`src/rtl/acc_seq_pkg.sv`:
```
// Shared types and default constants for the accumulator data-out stage sequencer.
package acc_seq_pkg;

  typedef enum logic [2:0] {
    S_IDLE,
    S_LOAD,
    S_WAIT,
    S_GAP,
    S_DONE
  } acc_seq_state_t;

  localparam int unsigned DEF_MAX_STAGES = 16;
  localparam int unsigned DEF_GAP_CYCLES = 2;
  localparam int unsigned DEF_TIMEOUT    = 4096;
  localparam int unsigned DEF_CFG_W      = 32;

  // The engine may still present the previous stage's done for this many WAIT cycles.
  localparam int unsigned WDOG_DONE_MASK = 2;

endpackage

```
`src/rtl/acc_cfg_regfile.sv`:
```
// Per-stage config table: host write port locked while a job runs, registered read port.
module acc_cfg_regfile #(
  parameter int unsigned DEPTH = 16,
  parameter int unsigned CFG_W = 32
) (
  input  logic                     clk,
  input  logic                     rst_n,
  input  logic                     busy,
  input  logic                     wr_en,
  input  logic [$clog2(DEPTH)-1:0] wr_idx,
  input  logic [CFG_W-1:0]         wr_data,
  input  logic                     rd_en,
  input  logic [$clog2(DEPTH)-1:0] rd_idx,
  output logic [CFG_W-1:0]         rd_data
);

  logic [CFG_W-1:0] mem [DEPTH];

  always_ff @(posedge clk or negedge rst_n) begin
    if (!rst_n) begin
      for (int unsigned i = 0; i < DEPTH; i++) mem[i] <= '0;
    end else if (wr_en && !busy) begin
      mem[wr_idx] <= wr_data;
    end
  end

  always_ff @(posedge clk or negedge rst_n) begin
    if (!rst_n)     rd_data <= '0;
    else if (rd_en) rd_data <= mem[rd_idx];
  end

endmodule

```
`src/rtl/acc_out_stage_sequencer.sv`:
```
// Steps the data-out transfer engine through a multi-stage job with a start/done
// handshake per stage, a guard gap between stages, a watchdog and an abort path.
module acc_out_stage_sequencer
  import acc_seq_pkg::*;
#(
  parameter int unsigned MAX_STAGES = DEF_MAX_STAGES,
  parameter int unsigned GAP_CYCLES = DEF_GAP_CYCLES,
  parameter int unsigned TIMEOUT    = DEF_TIMEOUT,
  parameter int unsigned CFG_W      = DEF_CFG_W
) (
  input  logic                          clk,
  input  logic                          rst_n,
  input  logic                          cfg_wr_en,
  input  logic [$clog2(MAX_STAGES)-1:0] cfg_wr_idx,
  input  logic [CFG_W-1:0]              cfg_wr_data,
  input  logic                          job_valid,
  output logic                          job_ready,
  input  logic [$clog2(MAX_STAGES):0]   job_num_stages,
  input  logic                          abort,
  output logic                          stage_start,
  output logic [CFG_W-1:0]              configs,
  input  logic                          stage_done,
  output logic [$clog2(MAX_STAGES)-1:0] stage_idx,
  output logic                          busy,
  output logic                          job_done,
  output logic                          timeout_err
);

  localparam int unsigned IW = $clog2(MAX_STAGES);
  localparam int unsigned NW = IW + 1;
  localparam int unsigned WW = $clog2(TIMEOUT);
  localparam int unsigned GW = $clog2(GAP_CYCLES + 1);

  acc_seq_state_t state_q, state_d;
  logic           start_q, start_d;
  logic [WW-1:0]  wdog_q, wdog_d;
  logic [GW-1:0]  gap_q, gap_d;
  logic [IW-1:0]  idx_q, idx_d;
  logic [NW-1:0]  n_q, n_d, n_clamp;
  logic           done_d, tmo_d;
  logic           rd_en;
  logic [IW-1:0]  rd_idx;

  assign n_clamp = (job_num_stages > NW'(MAX_STAGES)) ? NW'(MAX_STAGES) : job_num_stages;

  always_ff @(posedge clk or negedge rst_n) begin
    if (!rst_n) begin
      state_q     <= S_IDLE;
      start_q     <= 1'b0;
      wdog_q      <= '0;
      gap_q       <= '0;
      idx_q       <= '0;
      n_q         <= '0;
      job_done    <= 1'b0;
      timeout_err <= 1'b0;
    end else begin
      state_q     <= state_d;
      start_q     <= start_d;
      wdog_q      <= wdog_d;
      gap_q       <= gap_d;
      idx_q       <= idx_d;
      n_q         <= n_d;
      job_done    <= done_d;
      timeout_err <= tmo_d;
    end
  end

  always_comb begin
    state_d = state_q;
    start_d = start_q;
    wdog_d  = wdog_q;
    gap_d   = gap_q;
    idx_d   = idx_q;
    n_d     = n_q;
    done_d  = 1'b0;
    tmo_d   = 1'b0;
    rd_en   = 1'b0;
    rd_idx  = idx_q + IW'(1);
    // Abort outranks every in-state transition, including done and watchdog.
    if (abort && state_q != S_IDLE) begin
      state_d = S_IDLE;
      start_d = 1'b0;
    end else begin
      case (state_q)
        S_IDLE: begin
          if (job_valid && !abort) begin
            n_d   = n_clamp;
            idx_d = '0;
            if (n_clamp == '0) begin
              state_d = S_DONE;
              done_d  = 1'b1;
            end else begin
              rd_en   = 1'b1;
              rd_idx  = '0;
              state_d = S_LOAD;
            end
          end
        end
        S_LOAD: begin
          start_d = 1'b1;
          wdog_d  = '0;
          state_d = S_WAIT;
        end
        S_WAIT: begin
          if (stage_done && wdog_q >= WW'(WDOG_DONE_MASK)) begin
            start_d = 1'b0;
            gap_d   = '0;
            state_d = S_GAP;
          end else if (wdog_q == WW'(TIMEOUT - 1)) begin
            start_d = 1'b0;
            tmo_d   = 1'b1;
            state_d = S_IDLE;
          end else begin
            wdog_d = wdog_q + WW'(1);
          end
        end
        S_GAP: begin
          if (gap_q == GW'(GAP_CYCLES - 1)) begin
            if (NW'(idx_q) + NW'(1) == n_q) begin
              state_d = S_DONE;
              done_d  = 1'b1;
            end else begin
              idx_d   = idx_q + IW'(1);
              rd_en   = 1'b1;
              state_d = S_LOAD;
            end
          end else begin
            gap_d = gap_q + GW'(1);
          end
        end
        S_DONE:  state_d = S_IDLE;
        default: state_d = S_IDLE;
      endcase
    end
  end

  acc_cfg_regfile #(
    .DEPTH(MAX_STAGES),
    .CFG_W(CFG_W)
  ) u_cfg_regfile (
    .clk     (clk),
    .rst_n   (rst_n),
    .busy    (busy),
    .wr_en   (cfg_wr_en),
    .wr_idx  (cfg_wr_idx),
    .wr_data (cfg_wr_data),
    .rd_en   (rd_en),
    .rd_idx  (rd_idx),
    .rd_data (configs)
  );

  assign stage_start = start_q;
  assign stage_idx   = idx_q;
  assign busy        = (state_q != S_IDLE);
  assign job_ready   = (state_q == S_IDLE);

endmodule
```
`config.mk`:
```
export PLATFORM = sky130hd
export DESIGN_NAME = acc_out_stage_sequencer
export DESIGN_NICKNAME = d
export VERILOG_FILES = /design/src/rtl/acc_seq_pkg.sv /design/src/rtl/acc_cfg_regfile.sv /design/src/rtl/acc_out_stage_sequencer.sv
export SDC_FILE = /design/constraint.sdc
export NUM_CORES = 1
export LEC_CHECK = 0
export CAP_MARGIN = 20
export CELL_PAD_IN_SITES_DETAIL_PLACEMENT = 1
export CELL_PAD_IN_SITES_GLOBAL_PLACEMENT = 2
export CORE_UTILIZATION = 35
export DETAILED_ROUTE_END_ITERATION = 10
export GPL_TIMING_DRIVEN = 0
export PLACE_DENSITY_LB_ADDON = 0.1
export SLEW_MARGIN = 25
export SYNTH_ARGS = -nofsm -noshare
export SYNTH_HDL_FRONTEND = slang
export SYNTH_HIERARCHICAL = 1
export SYNTH_SLANG_ARGS = --single-unit
```
`constraint.sdc`:
```
create_clock -name clk -period 3.8 [get_ports clk]
set_input_delay 0.76 -clock clk [delete_from_list [all_inputs] [get_ports clk]]
set_output_delay 0.76 -clock clk [all_outputs]
set_load 0.005 [all_outputs]
```
==> reports/metrics.yaml <==
run_status:
  status: "finished with violations"
  violations: "DRC"
global_route:
  grtUsageTotal_pct: 20.2
  grt_antenna_before_repair: 0
  gr-total-overflow: 0
  grt_pass1_wl_mm: 113
  grt_pass1_vias: 17100
  grt_max_degree: 95
route:
  firstDrtPassIters: 8
  routed_wirelength_mm: 73.5
  drt_iter0_markers: 822
  num_vias: 15300
  drcViolationCount: 7
  via_per_inst: 5.38
  postRouteAntennaNets: 0
  detail_route.wl_per_cell_um: 25.9
placed_design:
  place_congestion: 0.744
  portBuffers: 87
  place_hpwl_mm: 47.9
  place_ws_ns: -0.522
  placedInstanceArea_mm2: 0.0284
  place_inst: 2720
yosys:
  synth-edff-count: 0
  yosysTopAreaCellShare_pct: 54.9
  synthTopCellsByArea: "dfrtp_1, mux2_2, mux4_2"
  synth_top_area_cell: "dfrtp_1"
  syn_area_mm2: 0.0261
  synth_flop_cell: "dfrtp_1"
  syn_nets: 1718
  yosys_warnings: 6
  synth.most_common_cell: "dfrtp_1"
  syn_inst: 1667
  seq_area_frac_synth_pct: 54.9
  synthTopCellsByCount: "dfrtp_1, mux2_2, mux4_2"
  synthDistinctLibCells: 56
  synth-async-reset-ratio_pct: 100
  syn_avg_cell_area_um2: 15.7
  ys_seq_elements: 573
power:
  p_int_mw: 16.5
  power_switching_mw: 6.26
  pwr_density_cell_mw_per_mm2: 743
  ir_worst_vdd_mv: 0.344
  switching_share_pct: 27.5
  p_comb_share_pct: 25.9
  power_frac_seq_pct: 45.2
  p_leak_nw: 13.1
  power_frac_clock_pct: 28.9
setup_path:
  worstSetupEndpointType: "flop"
  slowest_delay_ns: 0.50
  slowest_stage: "or3_4"
  ff2ff_path_depth: 12
  path_cells: "clkbuf_1, or3_4, inv_1, nand3b_1, a21oi_1, nor2_1, buf_4, buf_12, buf_8, mux4_2, o22ai_1, a221oi_1"
  start_kind: "flop"
  required_ns: 4.24
  worstPathMaxFanout: 10
  path_class: "reg2reg"
  arrival_ns: 3.86
clocking:
  cts.sinks: 573
  clock_latency_ns: 0.61
  root_buffer: "clkbuf_16"
  cts_buffers: 70
  h-tree-depth: 3
  cts_tree: "done"
  cts_buffer_depth: 3
  path_clk_slew_ns: 0.06
die:
  die_x_um: 275
  initial_core_util_pct: 35.6
  fp.dieH_um: 275
  ios: 88
  dieArea_mm2: 0.0757
  core_area_mm2: 0.0735
  fp-row-count: 99
sta:
  rsz0062_at_grt: "no"
  worst_slack_ns: 0.380
  tightest_slew_ns: 0.637
  hold_ws_ns: 0.136
  slew_headroom_pct: 56.9
  max_freq_mhz: 292
  slew_viol_final: 0
  finalHoldViolCount: 0
  finalClockSkew_ns: 0.0202
  finalCriticalPeriod_ns: 3.42
  finalSetupViolCount: 0
  layout_worst_path_cycle_share_pct: 90.0
layout:
  fin_nets: 1883
  syn_to_final_growth_pct: 17.4
  drive_gt1_share_pct: 40.6
  diodes: 0
  instances_no_fill: 2840
  fin_area_mm2: 0.0307
hold_path:
  worstHoldPathType: "in2async"
job:
  max_cap_violations: 0
power groups by stage:
| stage | Clock [mW] | Combinational [mW] | Sequential, mW |
|---|---|---|---|
| floorplan | 0 | 4.35 | 9.85 |
| global placement | 0 | 5.77 | 10.3 |
| detailed placement | 0 | 5.98 | 10.4 |
| CTS | 6.80 | 6.01 | 10.3 |
| global route | 7.04 | 6.45 | 10.7 |
| finish | 6.58 | 5.91 | 10.3 |
layer usage:
metal	global-route usage [%]	up-vias	part of all wire [%]
met1	29.0	8361	48
li1	-	6580	-
met5	0	-	0
met2	31.1	230	46
met3	3.12	113	3.2
met4	7.05	0	3.2
critical path: cells and delay by family (launching register included):
family | cells | cell delay (ns)
AOI/OAI and AO/OA | 3 | 0.75
and+or+nand+nor | 3 | 0.76
muxes | 1 | 0.46
buffers and inverters | 5 | 0.92
DFF | 1 | 0.37
path summary, 6_finish.rpt:
| check | slack, ns | start | endpoint |
|---|---|---|---|
| worst min register to register | 0.48 | u_cfg_regfile/mem[93] | u_cfg_regfile/mem[93] |
| min in group clk | 0.48 | u_cfg_regfile/mem[93] | u_cfg_regfile/mem[93] |
| worst max-delay path | 0.38 | state_q[1] | u_cfg_regfile/rd_data[2] |
| worst min-delay path | 0.14 | rst_n | wdog_q[9] |
| worst max register to register | 0.38 | state_q[1] | u_cfg_regfile/rd_data[2] |
| max in group asynchronous | 2.02 | rst_n | u_cfg_regfile/mem[133] |
cell families (layout without fill, tap and decap cells):
logic type | count (synthesis) | count (layout) | synth area share (%)
simple gates | 141 | 141 | 2.90
xor+xnor | 5 | 5 | 0.168
buf+inv | 152 | 366 | 3.81
fa+ha+maj | 4 | 4 | 0.192
flops | 573 | 573 | 54.9
mux | 675 | 675 | 34.9
compound gates | 117 | 117 | 3.14
state kept, by name (all words and copies together) (netlist names):
| register | flops |
|---|---|
| state_q | 3 |
| timeout_err | 1 |
| wdog_q | 12 |
| u_cfg_regfile/rd_data | 32 |
| gap_q | 2 |
| n_q | 5 |
| u_cfg_regfile/mem | 512 |
| stage_start | 1 |
| stage_idx | 4 |
| job_done | 1 |
area by class of cell:
class	count	area, um^2
multi-input cells	942	10800
clock inverters	13	170
fillers	7203	42800
repair buffers	94	1070
flip-flops and latches	573	14300
plain buffers	144	998
well taps	959	1200
inverters	7	26.3
clock buffers	108	2080
layout by cell type (no fill, tap or decap), types with 8 or more instances in the layout:
master           count
clkdlybuf4s50_1     86
buf_4               18
mux4_2             128
o22ai_1             35
mux2_2             385
mux2_4              30
mux2_1              99
or3_1               10
dfrtp_1            573
clkbuf_16           73
a21oi_1             15
clkbuf_1            63
nor2_1              40
nand2b_1             8
clkbuf_2            13
buf_6               34
nand2_1             30
clkbuf_8            12
a221oi_1            32
buf_2               34
o21ai_0             19
mux2i_1             33
stage by stage:
stage | util [%] | TNS, ns | total power [mW]
floorplan | - | 0 | 14.2
global placement | 38.4 | - | 16.1
detailed placement | 38.6 | -15.34 | 16.4
CTS | 41.7 | 0 | 23.1
global route | 41.8 | 0 | 24.2
finish | 41.8 | 0 | 22.8
timing repair:
action                     CTS  global route
setup buffers                0             0
hold buffers                 0             0
gates resized for setup     19             6
setup endpoints to repair   32            32
pin swaps                    0             0
Power figures use the tool's default switching activity.
